File: src/rtl/lcd_spi_tx_if.sv
`default_nettype none
// ============================================================================
// Module   : lcd_spi_tx_if
// Purpose  : Bundles the controller-side byte handshake and the LCD panel SPI
//            pins of the LCD SPI transmitter.
// Signals  : data_in[7:0], data_dcx, start   - request from the controller
//            done, busy                      - status back to the controller
//            spi_sck, spi_mosi, spi_cs_n,
//            spi_dcx                         - pins toward the panel
// Modports : master - controller/testbench side (drives the request)
//            slave  - transmitter side (drives status and SPI pins)
// Revision : 1.0 - initial release
// ============================================================================
interface lcd_spi_tx_if;
    logic [7:0] data_in;
    logic       data_dcx;
    logic       start;
    logic       done;
    logic       busy;
    logic       spi_sck;
    logic       spi_mosi;
    logic       spi_cs_n;
    logic       spi_dcx;

    modport master (
        output data_in, data_dcx, start,
        input  done, busy, spi_sck, spi_mosi, spi_cs_n, spi_dcx
    );

    modport slave (
        input  data_in, data_dcx, start,
        output done, busy, spi_sck, spi_mosi, spi_cs_n, spi_dcx
    );
endinterface
`default_nettype wire

File: src/rtl/lcd_spi_tx.sv
`default_nettype none
// ============================================================================
// Module   : lcd_spi_tx
// Purpose  : Byte-serial SPI mode-0 transmitter for the LCD panel. Sends one
//            byte MSB-first per accepted start, pulses done, and keeps chip
//            select low for CS_IDLE cycles afterwards so streamed bytes share
//            one CS frame.
// Params   : CLK_DIV - SCK half-period in clk cycles (>= 1)
//            CS_IDLE - cycles CS lingers low after done (>= 1)
// Ports    : clk  - system clock
//            rst  - synchronous reset, active low
//            bus  - lcd_spi_tx_if.slave (handshake + SPI pins)
// Revision : 1.0 - initial release
// ============================================================================
module lcd_spi_tx #(
    parameter int CLK_DIV = 2,
    parameter int CS_IDLE = 16
) (
    input  wire logic    clk,
    input  wire logic    rst,
    lcd_spi_tx_if.slave  bus
);

    localparam int DIV_W = $clog2(CLK_DIV) + 1;
    localparam int LIN_W = $clog2(CS_IDLE) + 1;

    localparam logic [DIV_W-1:0] c_div_last = DIV_W'(CLK_DIV - 1);
    localparam logic [LIN_W-1:0] c_lin_last = LIN_W'(CS_IDLE - 1);

    typedef enum logic [1:0] {
        ST_IDLE   = 2'd0,
        ST_SHIFT  = 2'd1,
        ST_LINGER = 2'd2
    } state_t;

    state_t           r_state;
    logic [6:0]       r_shift;   // remaining bits; MSB is already on mosi
    logic [DIV_W-1:0] r_div;
    logic [2:0]       r_bit;
    logic [LIN_W-1:0] r_lin;
    logic             r_sck;
    logic             r_mosi;
    logic             r_cs_n;
    logic             r_dcx;
    logic             r_done;
    logic             r_busy;

    logic             w_accept;

    // A request is only taken while no byte is in flight.
    assign w_accept = bus.start && (r_state != ST_SHIFT);

    always_ff @(posedge clk) begin
        if (!rst) begin
            r_state <= ST_IDLE;
            r_shift <= '0;
            r_div   <= '0;
            r_bit   <= '0;
            r_lin   <= '0;
            r_sck   <= 1'b0;
            r_mosi  <= 1'b0;
            r_cs_n  <= 1'b1;
            r_dcx   <= 1'b0;
            r_done  <= 1'b0;
            r_busy  <= 1'b0;
        end else begin
            r_done <= 1'b0;
            case (r_state)
                ST_IDLE, ST_LINGER: begin
                    // Accept has priority over the linger timeout so a byte
                    // arriving on the timeout edge keeps CS low.
                    if (w_accept) begin
                        r_shift <= bus.data_in[6:0];
                        r_mosi  <= bus.data_in[7];
                        r_dcx   <= bus.data_dcx;
                        r_cs_n  <= 1'b0;
                        r_sck   <= 1'b0;
                        r_div   <= '0;
                        r_bit   <= '0;
                        r_lin   <= '0;
                        r_busy  <= 1'b1;
                        r_state <= ST_SHIFT;
                    end else if (r_state == ST_LINGER) begin
                        if (r_lin == c_lin_last) begin
                            r_cs_n  <= 1'b1;
                            r_lin   <= '0;
                            r_state <= ST_IDLE;
                        end else begin
                            r_lin <= r_lin + LIN_W'(1);
                        end
                    end
                end

                ST_SHIFT: begin
                    if (r_div == c_div_last) begin
                        r_div <= '0;
                        if (!r_sck) begin
                            r_sck <= 1'b1;
                        end else begin
                            r_sck <= 1'b0;
                            if (r_bit == 3'd7) begin
                                // Last falling edge: mosi keeps bit 0.
                                r_done  <= 1'b1;
                                r_busy  <= 1'b0;
                                r_lin   <= '0;
                                r_state <= ST_LINGER;
                            end else begin
                                r_bit   <= r_bit + 3'd1;
                                r_mosi  <= r_shift[6];
                                r_shift <= {r_shift[5:0], 1'b0};
                            end
                        end
                    end else begin
                        r_div <= r_div + DIV_W'(1);
                    end
                end

                default: begin
                    r_state <= ST_IDLE;
                end
            endcase
        end
    end

    assign bus.done     = r_done;
    assign bus.busy     = r_busy;
    assign bus.spi_sck  = r_sck;
    assign bus.spi_mosi = r_mosi;
    assign bus.spi_cs_n = r_cs_n;
    assign bus.spi_dcx  = r_dcx;

endmodule
`default_nettype wire

File: src/flat_wrapper.sv
// flat-port wrapper written by rule: the top's interface ports become plain ports
module lcd_spi_tx_flat 
#(
    parameter int CLK_DIV = 2,
    parameter int CS_IDLE = 16
)
  (clk, rst, bus_data_in, bus_data_dcx, bus_start, bus_done, bus_busy, bus_spi_sck, bus_spi_mosi, bus_spi_cs_n, bus_spi_dcx);
  lcd_spi_tx_if bus_i ();
  input  wire logic clk;
  input  wire logic rst;
  input wire logic [$bits(bus_i.data_in)-1:0] bus_data_in;
  input wire logic [$bits(bus_i.data_dcx)-1:0] bus_data_dcx;
  input wire logic [$bits(bus_i.start)-1:0] bus_start;
  output wire logic [$bits(bus_i.done)-1:0] bus_done;
  output wire logic [$bits(bus_i.busy)-1:0] bus_busy;
  output wire logic [$bits(bus_i.spi_sck)-1:0] bus_spi_sck;
  output wire logic [$bits(bus_i.spi_mosi)-1:0] bus_spi_mosi;
  output wire logic [$bits(bus_i.spi_cs_n)-1:0] bus_spi_cs_n;
  output wire logic [$bits(bus_i.spi_dcx)-1:0] bus_spi_dcx;
  assign bus_i.data_in = bus_data_in;
  assign bus_i.data_dcx = bus_data_dcx;
  assign bus_i.start = bus_start;
  assign bus_done = bus_i.done;
  assign bus_busy = bus_i.busy;
  assign bus_spi_sck = bus_i.spi_sck;
  assign bus_spi_mosi = bus_i.spi_mosi;
  assign bus_spi_cs_n = bus_i.spi_cs_n;
  assign bus_spi_dcx = bus_i.spi_dcx;
  lcd_spi_tx #(.CLK_DIV(CLK_DIV), .CS_IDLE(CS_IDLE)) u_core (.clk(clk), .rst(rst), .bus(bus_i));
endmodule
File: config.mk
export PLATFORM = sky130hd
export DESIGN_NAME = lcd_spi_tx_flat
export DESIGN_NICKNAME = d
export VERILOG_FILES = /design/src/rtl/lcd_spi_tx_if.sv /design/src/rtl/lcd_spi_tx.sv /design/src/flat_wrapper.sv
export SDC_FILE = /design/constraint.sdc
export NUM_CORES = 1
export LEC_CHECK = 0
export CAP_MARGIN = 20
export CORE_ASPECT_RATIO = 1.5
export CORE_MARGIN = 2
export CORE_UTILIZATION = 55
export DETAILED_ROUTE_END_ITERATION = 12
export GPL_TIMING_DRIVEN = 0
export HOLD_SLACK_MARGIN = 0.05
export MAX_ROUTING_LAYER = met4
export PLACE_DENSITY = 0.92
export SLEW_MARGIN = 0
export SYNTH_ARGS = -nofsm -noshare
export SYNTH_HDL_FRONTEND = slang
export SYNTH_SLANG_ARGS = --single-unit
File: constraint.sdc
create_clock -name clk -period 4.9 [get_ports clk]
set_clock_uncertainty 0.1 [all_clocks]
set_input_delay 0.98 -clock clk [delete_from_list [all_inputs] [get_ports clk]]
set_output_delay 0.98 -clock clk [all_outputs]
set_load 0.02 [all_outputs]
Word-level counts from Yosys, hierarchy flattened
Cells that the tools add are included.
{"block": "totals", "mem_bits_ro": 0, "mem_count": 0, "mem_bits_rw": 0, "in_bits": 12, "latch_bits": 0, "register_bits": 25, "elab_cells": 87, "out_inout_bits": 6}
{"block": "op_classes", "reduce_logical": 15, "eq_ne": 13, "n_div": 0, "n_addsub": 3, "n_mul": 0, "mux": 45, "shift": 0, "bitwise": 0, "magnitude_cmp": 0}
{"cell": "$mux 5", "n": 6}
{"cell": "$mux 7", "n": 4}
{"cell": "$reduce_and 5->1", "n": 4}
{"cell": "$mux 2", "n": 8}
{"cell": "$mux 1", "n": 15}
{"cell": "$pmux 7 s2", "n": 1}
{"cell": "$mux 3", "n": 4}
{"cell": "$ne 2x1->1 const B", "n": 5}
{"cell": "$pmux 5 s2", "n": 1}
{"cell": "$pmux 2 s2", "n": 2}
{"cell": "$ne 3x1->1 const B", "n": 2}
{"cell": "$pmux 1 s2", "n": 3}
{"cell": "$pmux 3 s2", "n": 1}
{"cell": "$reduce_and 3->1", "n": 2}
{"cell": "$reduce_bool 2->1", "n": 3}
{"cell": "$add 5x1->5 const B", "n": 1}
{"cell": "$eq 5x4->1 const B", "n": 1}
{"cell": "$eq 2x1->1 const B", "n": 2}
{"cell": "$reduce_and 2->1", "n": 2}
{"cell": "$reduce_and 4->1", "n": 1}
{"cell": "$add 3x1->3 const B", "n": 1}
{"cell": "$eq 3x3->1 const B", "n": 1}
{"cell": "$add 2x1->2 const B", "n": 1}
{"cell": "$eq 2x2->1 const B", "n": 1}
{"cell": "4 further kinds", "n": 4}

Longest topological paths before layout
Gate-level depths: netlist of the first run.
{"block": "logic_depth", "ltp_word": 5, "mapped_depth": 7, "ltp_nobuf": 6}

Least setup slack after synthesis of the first run
OpenSTA, ideal clock, no wires.
{"block": "synth_timing", "kind": "input port to flip-flop", "from": "in bus_start", "to": "reg u_core.r_mosi, in the netlist u_core.bus.spi_mosi", "setup_ns": 0.116, "t_required_ns": 4.684, "cell_stages": 5, "slack_ns": 3.010, "path_buffers": 1, "arrival_ns": 1.673, "cell_sequence": "nor2b_2 -> o22a_1 -> buf_4 -> nand3_1 -> o211a_1"}
{"block": "synth_via", "elab_chain_len": 3}
{"item": "start, declared", "line_no": "flat_wrapper.sv:13", "rtl": "input wire logic [$bits(bus_i.start)-1:0] bus_start;"}
{"item": "$logic_and 1x1->1", "line_no": "lcd_spi_tx.sv:51", "rtl": "assign w_accept = bus.start && (r_state != ST_SHIFT);"}
{"item": "$ne 2x1->1 (no line)"}
{"item": "$reduce_and 5->1 (no line)"}
{"item": "end signal, assigned", "line_no": "lcd_spi_tx.sv:74", "rtl": "r_mosi <= bus.data_in[7];"}
{"item": "end signal, assigned", "line_no": "lcd_spi_tx.sv:109", "rtl": "r_mosi <= r_shift[6];"}
{"item": "end, declared", "line_no": "lcd_spi_tx.sv:42", "rtl": "logic r_mosi;"}
No other way between the ends.
A chain may end at the register's enable or synchronous reset.

Worst setup path in the final report of the first run
{"block": "layout_timing", "from": "reg u_core.r_sck, in the netlist u_core.bus.spi_sck", "to": "out bus_spi_sck"}
{"item": "start, declared", "line_no": "lcd_spi_tx.sv:41", "rtl": "logic r_sck;"}
{"item": "start signal, assigned", "line_no": "lcd_spi_tx.sv:60", "rtl": "r_sck <= 1'b0;"}
{"item": "start signal, assigned", "line_no": "lcd_spi_tx.sv:77", "rtl": "r_sck <= 1'b0;"}
{"item": "start signal, assigned", "line_no": "lcd_spi_tx.sv:98", "rtl": "r_sck <= 1'b1;"}
{"item": "end, declared", "line_no": "flat_wrapper.sv:16", "rtl": "output wire logic [$bits(bus_i.spi_sck)-1:0] bus_spi_sck;"}
No word-level cell between the ends.

==> impl_metrics.py, run 1 <==
metrics = {
    "worst_setup_path": {
        "cpPeakStageDelay_ns": 0.62,
        "crit_path_end": "bus_spi_sck",
        "cp.arrival_ns": 1.34,
        "cp_num_cells": 1,
        "end_kind": "output pin",
        "worst-setup-path-type": "flop to output pin",
        "ff2ff_path_depth": 7,
        "regToRegStartpoint": "u_core.r_bit[0]",
        "worstSetupStartpoint": "u_core.bus.spi_sck",
        "critPathMaxFanout": 4,
        "crit_family": "buffers and inverters",
        "cp_slowest_cell": "clkdlybuf4s50_1",
        "crit_chain": "clkdlybuf4s50_1",
        "start_kind": "flop",
        "rrSetupSlack_ns": 3.13,
        "crit_required_ns": 3.82,
        "r2r-end": "u_core.r_shift[6]",
        "path_buf_inv": 1,
    },
    "power": {
        "swShare_pct": 26.6,
        "seqPwrFrac_pct": 58.2,
        "p_comb_share_pct": 17.2,
        "cell_internal_pwr_mw": 0.279,
        "p_clk_share_pct": 24.6,
        "p_leak_nw": 0.573,
        "irDropWorstVdd_mv": 0.210,
        "p_per_area_mw_per_mm2": 282,
        "power.switching_mw": 0.101,
    },
    "clock_network": {
        "clockBufferDepth": 2,
        "post-cts-setup-buffers": 0,
        "ctsRootBufferMaster": "clkbuf_4",
        "clk_pin_slew_ns": 0.13,
        "cts_buffers": 3,
        "clkLatencyLatePin_ns": 0.33,
        "cts_tree": "done",
        "cts_resized": 0,
        "hold_buffers": 0,
        "numClockSinks": 25,
        "h-tree-depth": 1,
    },
    "global_route": {
        "antenna_found_initial": 0,
        "grt_pass1_wl_mm": 3.77,
        "overflow": 0,
        "grt_pass1_vias": 935,
        "groute.usage.overall_pct": 23.0,
        "grt_max_degree": 14,
    },
    "sta": {
        "slew-limit-headroom_pct": 68.6,
        "post-route-period-util_pct": 49.3,
        "grt_setup_unrepaired": "false",
        "fmaxAchievable_mhz": 414,
        "fin_tns_setup_ns": 0,
        "final-setup-viol-count": 0,
        "final_max_slew_viol_count": 0,
        "hold_viol_final": 0,
        "tightest_slew_ns": 0.471,
        "period_minus_slack_ns": 2.42,
        "holdWs_ns": 0.375,
    },
    "floorplanning": {
        "initial_core_util_pct": 57.3,
        "pin_count": 18,
        "fp.dieW_um": 41.0,
        "row_count": 20,
        "dieArea_sq_mm": 0.00245,
        "core_area_sq_mm": 0.00198,
        "chipHeight_um": 59.6,
    },
    "synthesis": {
        "synthTopCellsByCount": "dfxtp_1 (25), nand2_1 (22), nand3_1 (13), o211a_1 (7), o21ai_0 (7)",
        "synth_top_area_share_pct": 44.2,
        "yosysUniqueCellTypes": 40,
        "synth_most_common_cell": "dfxtp_1",
        "synth-main-ff-cell": "dfxtp_1",
        "synth.top_cells.by_area": "dfxtp_1 (44%), nand2_1 (7.3%), o211a_1 (6.2%), nand3_1 (5.7%), ha_1 (3.3%)",
        "synth_area_per_cell_sq_um": 8.92,
        "ys_ff_latch": 25,
        "synth_cells": 127,
        "synth-edff-count": 0,
        "yosys.area.top_type": "dfxtp_1",
        "synth.yosys.warnings": 0,
        "synthArstFlopShare_pct": 0,
        "ys_seq_area_share_pct": 44.2,
        "synth_nets": 142,
        "syn-cell-area_sq_mm": 0.00113,
    },
    "hold_path": {
        "hold_path_class": "flop to flop",
    },
    "drt": {
        "wl_per_cell_um": 13.4,
        "drtPass1Iterations": 4,
        "drcViolationCount": 0,
        "vias": 986,
        "ant_nets": 0,
        "vias_per_cell": 5.83,
        "drt_iter0_drc": 16,
        "routed_wl_mm": 2.26,
    },
    "layout": {
        "seqCellArea_sq_um": 500,
        "multiInputGateArea_sq_um": 573,
        "antennaDiodeCount": 0,
        "nNetsFinal": 163,
        "drive_above_1_share_pct": 7.48,
        "fillers": 166,
        "area_growth_pct": 18.9,
    },
    "flow_run": {
        "cap_violations": 0,
    },
    "status": {
        "outcome": "completed",
    },
    "placed_design": {
        "hpwl_mm": 1.66,
        "place_congestion": 0.770,
        "port_buffers": 16,
    },
}
## routing by layer
layer / global-route usage, % / wire length (um)
met5: - / 0
met4: 11.4 / 49
met3: 2.26 / 78
met2: 39.5 / 1170
met1: 24.3 / 959
## power by group through the flow
| stage | registers, mW | logic [mW] | clock network [mW] |
|---|---|---|---|
| 2_1_floorplan | 0.228 | 0.0385 | 0 |
| 3_3_place_gp | 0.225 | 0.0631 | 0 |
| 3_5_place_dp | 0.225 | 0.0651 | 0 |
| 4_1_cts | 0.221 | 0.0657 | 0.0936 |
| 5_1_grt | 0.222 | 0.0726 | 0.0987 |
| 6_report | 0.221 | 0.0653 | 0.0935 |
## cell type report
| class | instances | area share [%] |
|---|---|---|
| multi-input combinational | 91 | 42.6 |
| sequential | 25 | 37.2 |
| timing repair buffer | 16 | 11.9 |
| buffer | 8 | 3.53 |
| tap | 22 | 2.04 |
| clock buffer | 4 | 1.95 |
| inverter | 3 | 0.836 |
## worst reg2reg max path, delay by kind of cell (launching register included)
family	cells	cell delay [ns]
flip-flops	1	0.36
AND/OR/NAND/NOR	2	0.28
adder cells (fa/ha/maj)	2	0.44
buffers and inverters	1	0.18
AO/OA/AOI/OAI	2	0.34
## sequential cells by signal, summed over array words and instances, names as in the netlist
register and flops:
u_core.r_shift 7, u_core.r_lin 5, u_core.r_bit 3, u_core.r_div 2, u_core.r_state 2, u_core.bus.busy 1, u_core.bus.done 1, u_core.bus.spi_cs_n 1
u_core.bus.spi_dcx 1, u_core.bus.spi_mosi 1, u_core.bus.spi_sck 1
## per-stage QoR
step                cell area, sq um  power, mW  setup WS (ns)  instances  utilization (%)
floorplan                       1130      0.266           3.01        127                -
global placement                1320      0.288           2.31        165             66.8
detailed placement              1320      0.291           2.26        165             66.8
CTS                             1350      0.380           2.48        169             68.1
global route                    1350      0.394           2.45        169             68.1
finish                          1350      0.380           2.48        169             68.1
## placed cells by master, fill, tap and decap left out, types with 2 or more instances in the layout
cell             Yosys  final
o211a_1              7      7
clkbuf_1             2      3
nand4_1              3      3
inv_1                3      3
a21oi_1              4      4
clkbuf_4             0      3
nand3_1             13     13
buf_2                2      2
dfxtp_1             25     25
and2_1               3      3
buf_4                2      2
nand2_1             22     22
nor2b_1              2      2
ha_1                 3      3
o211ai_1             2      2
nand2b_1             2      2
o21ai_0              7      7
clkdlybuf4s50_1      0     16
nor2_1               2      2
## worst min path at each step
stage | start | endpoint | slack (ns) | cells past startpoint
final | u_core.r_div[1] | u_core.r_div[1] | 0.37 | 2
after global routing | u_core.r_div[1] | u_core.r_div[1] | 0.40 | 2
after CTS | u_core.r_div[1] | u_core.r_div[1] | 0.37 | 2
after detailed placement | u_core.r_div[1] | u_core.r_div[1] | 0.35 | 2
after global placement | u_core.r_div[1] | u_core.r_div[1] | 0.34 | 2
after floorplan | u_core.r_div[1] | u_core.r_div[1] | 0.33 | 2
## kinds of logic (layout without fill, tap and decap cells)
| kind of cell | count (synthesis) | in the layout | share of synthesized area [%] |
|---|---|---|---|
| buffers and inverters | 11 | 31 | 5.19 |
| multiplexers | 1 | 1 | 0.884 |
| AND/OR/NAND/NOR | 58 | 58 | 28.2 |
| AO/OA/AOI/OAI | 28 | 28 | 17.5 |
| adder cells (fa/ha/maj) | 3 | 3 | 3.32 |
| flip-flops | 25 | 25 | 44.2 |
| XOR/XNOR | 1 | 1 | 0.774 |
Note: power is estimated with default switching activity, not from simulation.
==> inputs of run 2 (changes only) <==
CORE_UTILIZATION = 51   (was 55)
PLACE_DENSITY = 0.86   (was 0.92)
clock period = 2.4 ns   (was 4.9 ns; I/O delays follow)
==> impl_metrics.py, run 2 (synthesis results as in run 1) <==
metrics = {
    "sta": {
        "period_minus_slack_ns": 1.90,
        "grt_setup_unrepaired": "false",
        "post-route-period-util_pct": 79.3,
        "fin_ws_ns": 0.498,
        "slew-limit-headroom_pct": 71.2,
        "final_max_slew_viol_count": 0,
        "fin_tns_setup_ns": 0,
        "tightest_slew_ns": 0.431,
        "hold_viol_final": 0,
        "fmaxAchievable_mhz": 526,
        "final-setup-viol-count": 0,
    },
    "layout": {
        "largest_reg_flops": 7,
        "final-instance-count-excl-fill": 169,
        "final_cell_mix": "dfxtp_1 (25), nand2_1 (22), clkdlybuf4s50_1 (16), nand3_1 (13)",
        "nNetsFinal": 163,
        "final_common_cell": "dfxtp_1",
        "largest_register": "u_core.r_shift",
        "largestRegisters": "u_core.r_shift x7, u_core.r_lin x5, u_core.r_bit x3",
        "fillers": 192,
        "area_growth_pct": 19.0,
        "antennaDiodeCount": 0,
        "drive_above_1_share_pct": 8.16,
    },
    "worst_setup_path": {
        "crit_family": "buffers and inverters",
        "rrSetupSlack_ns": 0.61,
        "crit_chain": "clkdlybuf4s50_1",
        "end_kind": "output pin",
        "cp_slowest_cell": "clkdlybuf4s50_1",
        "cp.arrival_ns": 1.32,
        "worst-setup-path-type": "flop to output pin",
        "crit_required_ns": 1.82,
        "start_kind": "flop",
        "cpPeakStageDelay_ns": 0.61,
        "critPathMaxFanout": 4,
        "regToRegStartpoint": "u_core.r_bit[0]",
        "ff2ff_path_depth": 7,
        "path_buf_inv": 1,
        "r2r-end": "u_core.r_shift[6]",
    },
    "floorplanning": {
        "chipHeight_um": 61.7,
        "initial_core_util_pct": 55.2,
        "fp.dieW_um": 42.5,
        "dieArea_sq_mm": 0.00262,
        "row_count": 20,
        "core_area_sq_mm": 0.00205,
        "pin_count": 18,
    },
    "clock_network": {
        "cts_resized": 0,
        "clk_pin_slew_ns": 0.13,
        "clkLatencyLatePin_ns": 0.32,
        "cts_buffers": 3,
        "numClockSinks": 25,
        "post-cts-setup-buffers": 0,
        "ctsRootBufferMaster": "clkbuf_4",
        "h-tree-depth": 1,
        "cts_tree": "done",
        "hold_buffers": 0,
        "clockBufferDepth": 2,
    },
    "drt": {
        "drtPass1Iterations": 4,
        "routed_wl_mm": 2.30,
        "drt_iter0_drc": 29,
        "wl_per_cell_um": 13.6,
        "vias_per_cell": 5.79,
        "drcViolationCount": 0,
        "ant_nets": 0,
        "vias": 979,
    },
    "global_route": {
        "groute.usage.overall_pct": 20.1,
        "grt_pass1_vias": 1027,
        "grt_pass1_wl_mm": 3.94,
        "overflow": 0,
        "antenna_found_initial": 0,
        "grt_max_degree": 15,
    },
    "placed_design": {
        "pre_cts_ws_ns": 0.248,
        "dp.cells": 165,
        "place_congestion": 0.773,
        "hpwl_mm": 1.73,
        "port_buffers": 16,
    },
    "flow_run": {
        "cap_violations": 0,
    },
    "power": {
        "p_per_area_mw_per_mm2": 575,
        "p_leak_nw": 0.576,
        "irDropWorstVdd_mv": 0.500,
    },
    "status": {
        "outcome": "completed",
    },
    "hold_path": {
        "worstHoldStart": "u_core.r_div[1]",
        "holdPathEnd": "u_core.r_div[1]",
        "min_path_cells": 2,
        "hold_path_class": "flop to flop",
    },
}
[run 2: per-stage QoR]
stage / power [mW] / util [%] / hold WS, ns / cell area (sq um)
2_1_floorplan: 0.544 / - / 0.329 / 1130
3_3_place_gp: 0.588 / 64.3 / 0.339 / 1320
3_5_place_dp: 0.594 / 64.3 / 0.348 / 1320
4_1_cts: 0.779 / 65.7 / 0.367 / 1350
5_1_grt: 0.810 / 65.7 / 0.407 / 1350
6_report: 0.775 / 65.7 / 0.365 / 1350
[run 2: area by class of cell]
cell class / instances / area (sq um) / share of cell area [%]
well taps: 22 / 27.5 / 2.04
multi-input cells: 91 / 573 / 42.5
repair buffers: 16 / 160 / 11.9
flip-flops and latches: 25 / 500 / 37.1
plain buffers: 8 / 47.5 / 3.53
clock buffers: 3 / 22.5 / 1.67
inverters: 3 / 11.3 / 0.836
clock inverters: 1 / 5.00 / 0.371
[run 2: metal layers]
layer,up-vias,wire length [um],track usage (%)
met5,-,0,-
met4,0,41,10.7
li1,493,-,-
met2,29,1210,40.2
met1,451,953,18.5
met3,6,98,2.31
[run 2: power breakdown]
| part | switching (mW) | total [mW] | internal, mW |
|---|---|---|---|
| logic | 0.0683 | 0.134 | 0.0655 |
| clock network | 0.128 | 0.190 | 0.0624 |
| registers | 0.0127 | 0.451 | 0.438 |
| total | 0.209 | 0.775 | 0.566 |
[run 2: worst max path at each step]
stage | to | start | depth (start not counted) | slack (ns)
6_report | bus_spi_sck | u_core.bus.spi_sck | 1 | 0.50
5_1_grt | bus_spi_sck | u_core.bus.spi_sck | 1 | 0.44
4_1_cts | bus_spi_sck | u_core.bus.spi_sck | 1 | 0.48
3_5_place_dp | u_core.r_shift[6] | bus_start | 6 | 0.25
3_3_place_gp | u_core.r_shift[6] | bus_start | 6 | 0.29
2_1_floorplan | u_core.bus.spi_mosi | u_core.r_bit[0] | 7 | 0.79
